[config.mk]
export PLATFORM = sky130hd
export DESIGN_NAME = fft_butterfly_flat
export DESIGN_NICKNAME = d
export VERILOG_FILES = /design/src/rtl/fft_butterfly_if.sv /design/src/rtl/fft_butterfly.sv /design/src/flat_wrapper.sv
export SDC_FILE = /design/constraint.sdc
export NUM_CORES = 1
export LEC_CHECK = 0
export BUFFER_PORTS_ARGS = -buffer_cell sky130_fd_sc_hd__buf_2
export CAP_MARGIN = 20
export CORE_UTILIZATION = 45
export CTS_CLUSTER_SIZE = 24
export DETAILED_ROUTE_END_ITERATION = 12
export PLACE_DENSITY = 0.72
export SLEW_MARGIN = 5
export SYNTH_ARGS = -nofsm -noshare
export SYNTH_HDL_FRONTEND = slang
export SYNTH_SLANG_ARGS = --single-unit
[constraint.sdc]
create_clock -name clk -period 6.1 [get_ports clk]
set_clock_uncertainty 0.15 [all_clocks]
set_input_delay 1.22 -clock clk [delete_from_list [all_inputs] [get_ports clk]]
set_output_delay 1.22 -clock clk [all_outputs]
set_load 0.02 [all_outputs]
[src/rtl/fft_butterfly_if.sv]
// fft_butterfly_if: operand/result bundle between the memory/AGU side and the butterfly
interface fft_butterfly_if #(
  parameter int DATA_WIDTH = 8,
  parameter int ADDR_WIDTH = 3
);
  logic                         en;
  logic                         in_valid;
  logic signed [DATA_WIDTH-1:0] A_real_in;
  logic signed [DATA_WIDTH-1:0] A_imag_in;
  logic signed [DATA_WIDTH-1:0] B_real_in;
  logic signed [DATA_WIDTH-1:0] B_imag_in;
  logic        [ADDR_WIDTH-1:0] addr_Twiddle;
  logic                         out_valid;
  logic signed [DATA_WIDTH-1:0] A_real_out;
  logic signed [DATA_WIDTH-1:0] A_imag_out;
  logic signed [DATA_WIDTH-1:0] B_real_out;
  logic signed [DATA_WIDTH-1:0] B_imag_out;
  modport master (
    output en, in_valid, A_real_in, A_imag_in, B_real_in, B_imag_in, addr_Twiddle,
    input  out_valid, A_real_out, A_imag_out, B_real_out, B_imag_out
  );
  modport slave (
    input  en, in_valid, A_real_in, A_imag_in, B_real_in, B_imag_in, addr_Twiddle,
    output out_valid, A_real_out, A_imag_out, B_real_out, B_imag_out
  );
endinterface

[src/rtl/fft_butterfly.sv]
// fft_butterfly: 4-stage pipelined radix-2 DIT butterfly, A' = (A + W*B) >> SCALE, B' = (A - W*B) >> SCALE
module fft_butterfly #(
  parameter int DATA_WIDTH = 8,
  parameter int ADDR_WIDTH = 3,
  parameter int TW_WIDTH   = 8,
  parameter int SCALE      = 1
) (
  input logic            clk,
  input logic            clr,
  fft_butterfly_if.slave bus
);
  localparam int  DW  = DATA_WIDTH;
  localparam int  TW  = TW_WIDTH;
  localparam int  N   = 1 << ADDR_WIDTH;
  localparam int  H   = N / 2;
  localparam int  PW  = 2 * ((DW > TW) ? DW : TW);
  localparam real PI  = 3.141592653589793;
  localparam real ONE = real'(1 << (TW - 2));
  localparam logic signed [PW:0] RND = (PW + 1)'(1) << (TW - 3);

  function automatic int rnd(input real x);
    return (x >= 0.0) ? $rtoi(x + 0.5) : -$rtoi(0.5 - x);
  endfunction

  function automatic logic signed [PW-1:0] dx(input logic signed [DW-1:0] x);
    return $signed({{(PW - DW){x[DW-1]}}, x});
  endfunction

  function automatic logic signed [PW-1:0] tx(input logic signed [TW-1:0] x);
    return $signed({{(PW - TW){x[TW-1]}}, x});
  endfunction

  function automatic logic signed [PW:0] px(input logic signed [PW-1:0] x);
    return $signed({x[PW-1], x});
  endfunction

  function automatic logic signed [DW+1:0] ax(input logic signed [DW-1:0] x);
    return $signed({{2{x[DW-1]}}, x});
  endfunction

  function automatic logic signed [DW+1:0] wx(input logic signed [DW:0] x);
    return $signed({x[DW], x});
  endfunction

  logic signed [TW-1:0] rom_re [H];
  logic signed [TW-1:0] rom_im [H];

  for (genvar k = 0; k < H; k++) begin : g_rom
    localparam logic signed [TW-1:0] WR = TW'(rnd(ONE * $cos(2.0 * PI * k / N)));
    localparam logic signed [TW-1:0] WI = TW'(-rnd(ONE * $sin(2.0 * PI * k / N)));
    assign rom_re[k] = WR;
    assign rom_im[k] = WI;
  end

  logic                 v1_q, v1_d, v2_q, v2_d, v3_q, v3_d, v4_q, v4_d;
  logic signed [DW-1:0] ar1_q, ar1_d, ai1_q, ai1_d, br1_q, br1_d, bi1_q, bi1_d;
  logic signed [TW-1:0] wr1_q, wr1_d, wi1_q, wi1_d;
  logic signed [DW-1:0] ar2_q, ar2_d, ai2_q, ai2_d;
  logic signed [PW-1:0] mrr_q, mrr_d, mii_q, mii_d, mri_q, mri_d, mir_q, mir_d;
  logic signed [DW-1:0] ar3_q, ar3_d, ai3_q, ai3_d;
  logic signed [DW:0]   pr3_q, pr3_d, pi3_q, pi3_d;
  logic signed [DW-1:0] oar_q, oar_d, oai_q, oai_d, obr_q, obr_d, obi_q, obi_d;

  // next-state of every stage; data moves regardless of valid so bubbles cost nothing extra
  always_comb begin
    v1_d  = bus.in_valid;
    ar1_d = bus.A_real_in;
    ai1_d = bus.A_imag_in;
    br1_d = bus.B_real_in;
    bi1_d = bus.B_imag_in;
    wr1_d = rom_re[bus.addr_Twiddle[ADDR_WIDTH-2:0]];
    wi1_d = rom_im[bus.addr_Twiddle[ADDR_WIDTH-2:0]];
    v2_d  = v1_q;
    ar2_d = ar1_q;
    ai2_d = ai1_q;
    mrr_d = dx(br1_q) * tx(wr1_q);
    mii_d = dx(bi1_q) * tx(wi1_q);
    mri_d = dx(br1_q) * tx(wi1_q);
    mir_d = dx(bi1_q) * tx(wr1_q);
    v3_d  = v2_q;
    ar3_d = ar2_q;
    ai3_d = ai2_q;
    pr3_d = (DW + 1)'((px(mrr_q) - px(mii_q) + RND) >>> (TW - 2));
    pi3_d = (DW + 1)'((px(mri_q) + px(mir_q) + RND) >>> (TW - 2));
    v4_d  = v3_q;
    oar_d = DW'((ax(ar3_q) + wx(pr3_q)) >>> SCALE);
    oai_d = DW'((ax(ai3_q) + wx(pi3_q)) >>> SCALE);
    obr_d = DW'((ax(ar3_q) - wx(pr3_q)) >>> SCALE);
    obi_d = DW'((ax(ai3_q) - wx(pi3_q)) >>> SCALE);
  end

  // clr flushes the whole pipe; otherwise every stage advances together only when en is high
  always_ff @(posedge clk) begin
    if (clr) begin
      {v1_q, v2_q, v3_q, v4_q} <= '0;
      {ar1_q, ai1_q, br1_q, bi1_q, wr1_q, wi1_q} <= '0;
      {ar2_q, ai2_q, mrr_q, mii_q, mri_q, mir_q} <= '0;
      {ar3_q, ai3_q, pr3_q, pi3_q} <= '0;
      {oar_q, oai_q, obr_q, obi_q} <= '0;
    end else if (bus.en) begin
      v1_q  <= v1_d;
      ar1_q <= ar1_d;
      ai1_q <= ai1_d;
      br1_q <= br1_d;
      bi1_q <= bi1_d;
      wr1_q <= wr1_d;
      wi1_q <= wi1_d;
      v2_q  <= v2_d;
      ar2_q <= ar2_d;
      ai2_q <= ai2_d;
      mrr_q <= mrr_d;
      mii_q <= mii_d;
      mri_q <= mri_d;
      mir_q <= mir_d;
      v3_q  <= v3_d;
      ar3_q <= ar3_d;
      ai3_q <= ai3_d;
      pr3_q <= pr3_d;
      pi3_q <= pi3_d;
      v4_q  <= v4_d;
      oar_q <= oar_d;
      oai_q <= oai_d;
      obr_q <= obr_d;
      obi_q <= obi_d;
    end
  end

  assign bus.out_valid  = v4_q;
  assign bus.A_real_out = oar_q;
  assign bus.A_imag_out = oai_q;
  assign bus.B_real_out = obr_q;
  assign bus.B_imag_out = obi_q;
endmodule

[src/flat_wrapper.sv]
// flat-port wrapper written by rule: the top's interface ports become plain ports
module fft_butterfly_flat 
#(
  parameter int DATA_WIDTH = 8,
  parameter int ADDR_WIDTH = 3,
  parameter int TW_WIDTH   = 8,
  parameter int SCALE      = 1
)
  (clk, clr, bus_en, bus_in_valid, bus_A_real_in, bus_A_imag_in, bus_B_real_in, bus_B_imag_in, bus_addr_Twiddle, bus_out_valid, bus_A_real_out, bus_A_imag_out, bus_B_real_out, bus_B_imag_out);
  fft_butterfly_if #(.DATA_WIDTH(DATA_WIDTH), .ADDR_WIDTH(ADDR_WIDTH)) bus_i ();
  input logic clk;
  input logic clr;
  input wire logic [$bits(bus_i.en)-1:0] bus_en;
  input wire logic [$bits(bus_i.in_valid)-1:0] bus_in_valid;
  input wire logic [$bits(bus_i.A_real_in)-1:0] bus_A_real_in;
  input wire logic [$bits(bus_i.A_imag_in)-1:0] bus_A_imag_in;
  input wire logic [$bits(bus_i.B_real_in)-1:0] bus_B_real_in;
  input wire logic [$bits(bus_i.B_imag_in)-1:0] bus_B_imag_in;
  input wire logic [$bits(bus_i.addr_Twiddle)-1:0] bus_addr_Twiddle;
  output wire logic [$bits(bus_i.out_valid)-1:0] bus_out_valid;
  output wire logic [$bits(bus_i.A_real_out)-1:0] bus_A_real_out;
  output wire logic [$bits(bus_i.A_imag_out)-1:0] bus_A_imag_out;
  output wire logic [$bits(bus_i.B_real_out)-1:0] bus_B_real_out;
  output wire logic [$bits(bus_i.B_imag_out)-1:0] bus_B_imag_out;
  assign bus_i.en = bus_en;
  assign bus_i.in_valid = bus_in_valid;
  assign bus_i.A_real_in = bus_A_real_in;
  assign bus_i.A_imag_in = bus_A_imag_in;
  assign bus_i.B_real_in = bus_B_real_in;
  assign bus_i.B_imag_in = bus_B_imag_in;
  assign bus_i.addr_Twiddle = bus_addr_Twiddle;
  assign bus_out_valid = bus_i.out_valid;
  assign bus_A_real_out = bus_i.A_real_out;
  assign bus_A_imag_out = bus_i.A_imag_out;
  assign bus_B_real_out = bus_i.B_real_out;
  assign bus_B_imag_out = bus_i.B_imag_out;
  fft_butterfly #(.DATA_WIDTH(DATA_WIDTH), .ADDR_WIDTH(ADDR_WIDTH), .TW_WIDTH(TW_WIDTH), .SCALE(SCALE)) u_core (.clk(clk), .clr(clr), .bus(bus_i));
endmodule
# Yosys cells after proc, flatten, opt, wreduce, memory -nomap -nowiden
# Cells that the tools add are included.
op_classes:
  addsub: 8
  multipliers: 4
  n_lt_le_gt_ge: 1
  n_mux: 6
  bitwise: 1
ops:
  columns: ["operator", "n"]
  rows:
  - ["$mul A8 B8 Y15", 4]
  - ["$bmux W8 S2", 2]
  - ["$mux W8", 4]
  - ["$add A15 B7 Y15 const B", 2]
  - ["$add A8 B9 Y9", 2]
  - ["$sub A8 B9 Y9", 2]
  - ["$add A15 B15 Y15", 1]
  - ["$sub A15 B15 Y15", 1]
  - ["$ge A3 B3 Y1 const B", 1]
  - ["$not A2 Y3", 1]
totals:
  elab_cells: 44
  out_inout_bits: 33
  register_bits: 194
  input_bits: 39

# Longest topological paths before layout
# Gate-level depths: netlist of run 1.
logic_depth:
  word_depth: 4
  depth_mapped: 20
  ltp_nobuf: 18

# Least setup slack after synthesis of run 1
# No wires, ideal clock.
synth_path:
  path_type: "register to register"
  startpoint: "reg u_core.wr1_q[4]"
  endpoint: "reg u_core.mir_q[13]"
  required_ns: 5.828
  setup_time_ns: 0.122
  period_less_slack_ns: 4.847
  stages_incl_launch_ff: 18
  arrival_ns: 4.575
  path_buffers: 2
  slack_ns: 1.253
  path_cell_list: "dfxtp_1 > buf_2 > clkbuf_1 > nand2_1 > fa_1 > fa_1 > inv_1 > fa_1 > inv_1 > fa_1 > inv_1 > ha_1 > inv_1 > o21bai_1 > a31o_2 > a41oi_1 > mux2_2 > a311o_1"
synth_via:
  elab_chain_len: 1
synth_lines:
  columns: ["element", "line", "rtl"]
  rows:
  - ["start: declaration", "fft_butterfly.sv:57", "logic signed [TW-1:0] wr1_q, wr1_d, wi1_q, wi1_d;"]
  - ["start signal: assignment", "fft_butterfly.sv:106", "wr1_q <= wr1_d;"]
  - ["$mul A8 B8 Y15", "fft_butterfly.sv:79", "mir_d = dx(bi1_q) * tx(wr1_q);"]
  - ["end signal: assignment", "fft_butterfly.sv:114", "mir_q <= mir_d;"]
  - ["end: declaration", "fft_butterfly.sv:59", "logic signed [PW-1:0] mrr_q, mrr_d, mii_q, mii_d, mri_q, mri_d, mir_q, mir_d;"]
# Every way passes these cells.
# A chain may end at the register's enable or synchronous reset.

# Worst setup path in the final report of run 1
# Same ends and word-level chain as after synthesis.

==> flow_metrics.tcl, run 1 <==
set metrics [dict create \
    ant_nets 0 \
    nets 2214 \
    grt_remaining_overflow 0 \
    seq_area_sq_um 3620 \
    setup.worst_path.end "u_core.mir_q[13]" \
    path_common_cell "inv_1" \
    grt_use_total_pct 20.5 \
    r2r-start "u_core.wr1_q[4]" \
    core_area_sq_um 34900 \
    rrSetupSlack_ns 0.80 \
    clock.fmax_mhz 189 \
    wl_per_cell_um 15.5 \
    hold_viol 0 \
    syn_to_final_growth_pct 8.32 \
    fillers 3240 \
    layout_common_cells "inv_1 (302), ha_1 (223), nor2_1 (189), dfxtp_1 (181), fa_1 (135)" \
    rows 68 \
    max_stage_delay_ns 0.76 \
    cts-root-buf "clkbuf_16" \
    n_antenna_cell 0 \
    wirelength_um 35300 \
    routabilityCongestion 0.839 \
    start_kind "flip-flop" \
    yosysTopAreaCell "dfxtp_1" \
    yosysWarnings 0 \
    clk_latency_ns 0.45 \
    num_io_pins 72 \
    synth_cell_types 65 \
    ctsResizeCount 0 \
    cp-end-kind "flip-flop" \
    tritoncts "yes" \
    wirelength_met1_um 16500 \
    die_y_um 191 \
    rsz0062_at_grt "false" \
    synth_area_sq_um 16100 \
    first_iter_violations 621 \
    syn_area_per_cell_sq_um 9.03 \
    postCtsHoldBufs 0 \
    htreeDepth 4 \
    drive_above_1_share_pct 7.49 \
    dieArea_sq_um 36500 \
    drt_pass1_iterations 5 \
    tightest_slew_ns 1.06 \
    start_util_pct 46.1 \
    min_period_ns 5.30 \
    path_max_fanout 19 \
    ys.flop_type "dfxtp_1" \
    synth_area_leaders "dfxtp_1 (23%), ha_1 (17%), fa_1 (17%)" \
    holdCritPathClass "reg -> reg" \
    die_x_um 191 \
    vdd_drop_max_mv 0.204 \
    cp.required_ns 6.29 \
    via_per_inst 5.21 \
    wl_met2_um 16700 \
    synth_top_area_share_pct 22.5 \
    hold_start "u_core.bus.B_real_out[3]" \
    startpoint "u_core.wr1_q[4]" \
    p_leak_uw 0.00893 \
    status "finished, final reports clean" \
    synth_async_sr_flop_share_pct 0 \
    grt_max_degree 76 \
    io_buffer_count 70 \
    multiInputGateArea_sq_um 11100 \
    numCtsBuffers 17 \
    reg2reg_depth 18 \
    clock-sinks 181 \
    fin_crit_sh_pct 86.9 \
    crit_arrival_ns 5.49 \
    fin_util_pct 50.0 \
    wl_met3_um 1570 \
    cpMaxStageDelayCell "dfxtp_1" \
    power_density_nw_per_um2 193 \
    clock_path_buffers 2 \
    maxUsedRoutingLayer "met4" \
    grt_pass1_vias 12100 \
    post_cts_buffers 0 \
    critical_path_class "reg -> reg" \
    path_cells "buf_4 -> and2_1 -> fa_1 -> inv_1 -> fa_1 -> inv_1 -> ha_1 -> inv_1 -> fa_1 -> inv_1 -> ha_1 -> a21o_1 -> a21oi_1 -> o21bai_1 -> a31o_2 -> a41oi_1 -> mux2_2 -> a311o_1" \
    grt_pass1_wl_um 59800 \
    synth_edf_count 0 \
    vias 11900 \
    hpwl_um 26600 \
    r2r-end "u_core.mir_q[13]" \
    drc 0 \
    yosysSeqAreaShare_pct 22.5 \
    synth_fp_nets 2180 \
    slew_violations 0 \
    finalSetupViolations 0 \
    synth-seq-cells 181 \
    final.setup.tns_ns 0 \
    relSlewSlack_pct 29.6 \
    syn_inst 1783 \
    grt_antenna_before_repair 0 \
    clk_pin_slew_worst_paths_ns 0.08 \
    final_common_cell "inv_1" \
    cap_violations 0 \
]
[worst max-delay path: cells and delay by family, from the launching register on]
family                     cells  cell delay [ns]
adders and majority gates      5             1.71
muxes                          1             0.36
DFF                            1             0.76
and+or+nand+nor                1             0.24
AOI/OAI and AO/OA              6             1.36
buffers and inverters          5             0.61
[routing by layer]
layer,track usage [%],vias up
met5,0,-
met4,4.79,0
met3,3.60,37
met2,34.6,237
met1,26.9,5708
li1,-,5913
[cell type report]
type	count	share of cell area (%)
Clock inverter	15	0.904
Tap cell	455	3.26
Multi-Input combinational cell	1232	63.5
Timing Repair Buffer	82	2.61
Sequential cell	181	20.8
Inverter	303	6.52
Clock buffer	17	2.44
[synthesized netlist by cell type, drive strengths merged (19+ instances only)]
master / n
a211oi: 29
a21o: 19
a21oi: 69
and2: 51
buf: 25
clkbuf: 42
dfxtp: 181
fa: 135
ha: 223
inv: 302
mux2i: 109
nand2: 87
nor2: 189
nor2b: 20
o21ai: 36
xnor2: 67
xor2: 19
[logic make-up (layout without fill, tap and decap cells)]
group	after synthesis	after routing	share of synthesized area [%]
flops	181	181	22.5
simple gates	442	442	12.9
fa+ha+maj	358	358	34.1
xor+xnor	86	86	4.68
mux	112	112	6.99
compound gates	234	234	10.0
buf+inv	370	417	8.73
[how the worst min path moves through the flow]
stage	endpoint	slack (ns)	cells past startpoint
after floorplan	u_core.mrr_q[10]	0.29	2
after global placement	u_core.bus.B_imag_out[3]	0.30	2
after detailed placement	u_core.bus.B_real_out[3]	0.31	2
after CTS	u_core.bus.B_real_out[3]	0.32	2
after global routing	u_core.bus.B_real_out[3]	0.34	2
final	u_core.bus.B_real_out[3]	0.32	2
[stage by stage]
| stage | area (sq um) | cells | total power, uW | setup WS, ns | hold slack, ns |
|---|---|---|---|---|---|
| global placement | 16900 | 2253 | 2240 | 0.964 | 0.299 |
| finish | 17400 | 2285 | 3370 | 0.800 | 0.316 |
| floorplan | 16100 | 1783 | 2030 | 1.25 | 0.295 |
| global route | 17400 | 2285 | 3560 | 0.537 | 0.337 |
| detailed placement | 16900 | 2253 | 2260 | 0.883 | 0.307 |
| CTS | 17400 | 2285 | 3400 | 0.758 | 0.321 |
[flip-flops by register name, summed over array words and instances, names as in the netlist, 9 cells and up]
signal	cells
u_core.pi3_q	9
u_core.mii_q	14
u_core.mrr_q	14
u_core.mri_q	15
u_core.pr3_q	9
u_core.mir_q	15
[power by group]
| part | total (uW) | internal, uW | switching (uW) |
|---|---|---|---|
| combinational | 898 | 370 | 528 |
| sequential | 1350 | 1270 | 79.2 |
| clock | 1130 | 551 | 576 |
| total | 3370 | 2190 | 1180 |
Note: power is estimated with default switching activity, not from simulation.
==> run 2: changes to the inputs <==
Settings changed: BUFFER_PORTS_ARGS -buffer_cell sky130_fd_sc_hd__buf_2 to -buffer_cell sky130_fd_sc_hd__clkbuf_2, CTS_CLUSTER_DIAMETER set to 30.
==> run 2 against run 1 <==
- sequential cell count unchanged
- sequential power about the same
- total power up 1.1%
- critical path depth down 2
- clock power up 4%
- cell area up 0.22%
- cell count unchanged
- worst setup slack better by 0.039 ns
- register-to-register slack better by 0.04 ns
- die area unchanged
- critical path type unchanged
- critical endpoint is now u_core.mrr_q[12]
- largest cell class unchanged
- largest power group unchanged
==> flow_metrics.tcl, run 2 (synthesis gave the netlist of run 1 again) <==
set metrics [dict create \
    vdd_drop_max_mv 0.197 \
    finalSetupViolations 0 \
    dp.cells 2253 \
    reg_top3 "u_core.mir_q x15, u_core.mri_q x15" \
    layout_common_cells "inv_1 (302), ha_1 (223), nor2_1 (189), dfxtp_1 (181), fa_1 (135)" \
    grt_max_degree 82 \
    core_area_sq_um 34900 \
    final.setup.tns_ns 0 \
    post_cts_buffers 0 \
    wirelength_um 34600 \
    cap_violations 0 \
    rsz0062_at_grt "false" \
    rows 68 \
    drc 0 \
    numCtsBuffers 17 \
    grt_use_total_pct 20.4 \
    die_y_um 191 \
    final_common_cell "inv_1" \
    drive_above_1_share_pct 7.49 \
    cp.required_ns 6.30 \
    fin_crit_sh_pct 86.2 \
    clk_pin_slew_worst_paths_ns 0.08 \
    clock.fmax_mhz 190 \
    drt_pass1_iterations 6 \
    wl_per_cell_um 15.1 \
    crit_arrival_ns 5.47 \
    tritoncts "yes" \
    cts-root-buf "clkbuf_16" \
    dieArea_sq_um 36500 \
    fin_util_pct 50.1 \
    hold_ws_ns 0.318 \
    start_kind "flip-flop" \
    hpwl_um 26500 \
    path_common_cell "fa_1" \
    crit_family "adder cells" \
    hold_viol 0 \
    fin_area_sq_um 17500 \
    tightest_slew_ns 1.05 \
    min_period_ns 5.26 \
    max_stage_delay_ns 0.80 \
    holdCritPathClass "reg -> reg" \
    grt_pass1_wl_um 59600 \
    rrSetupSlack_ns 0.84 \
    cpMaxStageDelayCell "dfxtp_1" \
    clk_latency_ns 0.46 \
    slew_violations 0 \
    ant_nets 0 \
    critical_path_class "reg -> reg" \
    io_buffer_count 70 \
    clock-sinks 181 \
    grt_antenna_before_repair 0 \
    num_io_pins 72 \
    status "finished, final reports clean" \
    path_cells "buf_4 -> nand2_1 -> fa_1 -> fa_1 -> inv_1 -> fa_1 -> inv_1 -> fa_1 -> inv_1 -> ha_1 -> o21a_1 -> o21ai_1 -> a21o_1 -> a21boi_0 -> o2111a_1 -> a311o_1" \
    start_util_pct 46.1 \
    grt_pass1_vias 12100 \
    crit_buf_inv 4 \
    n_antenna_cell 0 \
    via_per_inst 5.19 \
    nets 2214 \
    syn_to_final_growth_pct 8.57 \
    power_density_nw_per_um2 195 \
    path_max_fanout 19 \
    postCtsHoldBufs 0 \
    p_leak_uw 0.00894 \
    clock_path_buffers 2 \
    first_iter_violations 580 \
    place_area_sq_um 16900 \
    ctsResizeCount 0 \
    die_x_um 191 \
    grt_remaining_overflow 0 \
    vias 11900 \
    relSlewSlack_pct 29.8 \
    htreeDepth 4 \
    routabilityCongestion 0.849 \
    final_cells 2285 \
    cp-end-kind "flip-flop" \
]
[run 2: power by group]
group / leakage (uW) / total [uW] / switching (uW) / internal, uW
registers: 0.00148 / 1350 / 80.4 / 1270
logic: 0.00715 / 891 / 522 / 369
clock network: 0.000304 / 1170 / 567 / 604
[run 2: path summary, 6_finish.rpt]
| check | start | to | cells past startpoint |
|---|---|---|---|
| worst min-delay path | u_core.bus.B_imag_out[3] | u_core.bus.B_imag_out[3] | 2 |
| worst min register to register | u_core.bus.B_imag_out[3] | u_core.bus.B_imag_out[3] | 2 |
| worst max register to register | u_core.wr1_q[4] | u_core.mrr_q[12] | 16 |
| worst max-delay path | u_core.wr1_q[4] | u_core.mrr_q[12] | 16 |
[run 2: stage by stage]
step / setup WS (ns) / total power [uW]
global placement: 0.964 / 2240
detailed placement: 0.888 / 2260
global route: 0.612 / 3610
CTS: 0.858 / 3450
finish: 0.839 / 3410
floorplan: 1.25 / 2030
[run 2: layout make-up]
class / instances / area (sq um)
clock inverters: 14 / 183
repair buffers: 82 / 455
fillers: 3255 / 17400
multi-input cells: 1232 / 11100
flip-flops and latches: 181 / 3620
inverters: 303 / 1140
clock buffers: 18 / 439
well taps: 455 / 569
[run 2: worst reg2reg max path, delay by kind of cell, from the launching register on]
family / cells / cell delay (ns)
DFF: 1 / 0.80
AOI/OAI and AO/OA: 6 / 1.22
adders and majority gates: 5 / 2.36
buffers and inverters: 4 / 0.52
and+or+nand+nor: 1 / 0.13
[run 2: routing by layer]
layer / wire length, um / global-route usage, % / up-vias / part of all wire [%]
met1: 16200 / 27.1 / 5669 / 47
met5: 0 / 0 / - / 0
li1: - / - / 5901 / -
met4: 486 / 5.13 / 0 / 1.4
met2: 16200 / 34.3 / 253 / 47
met3: 1730 / 3.27 / 30 / 5.0
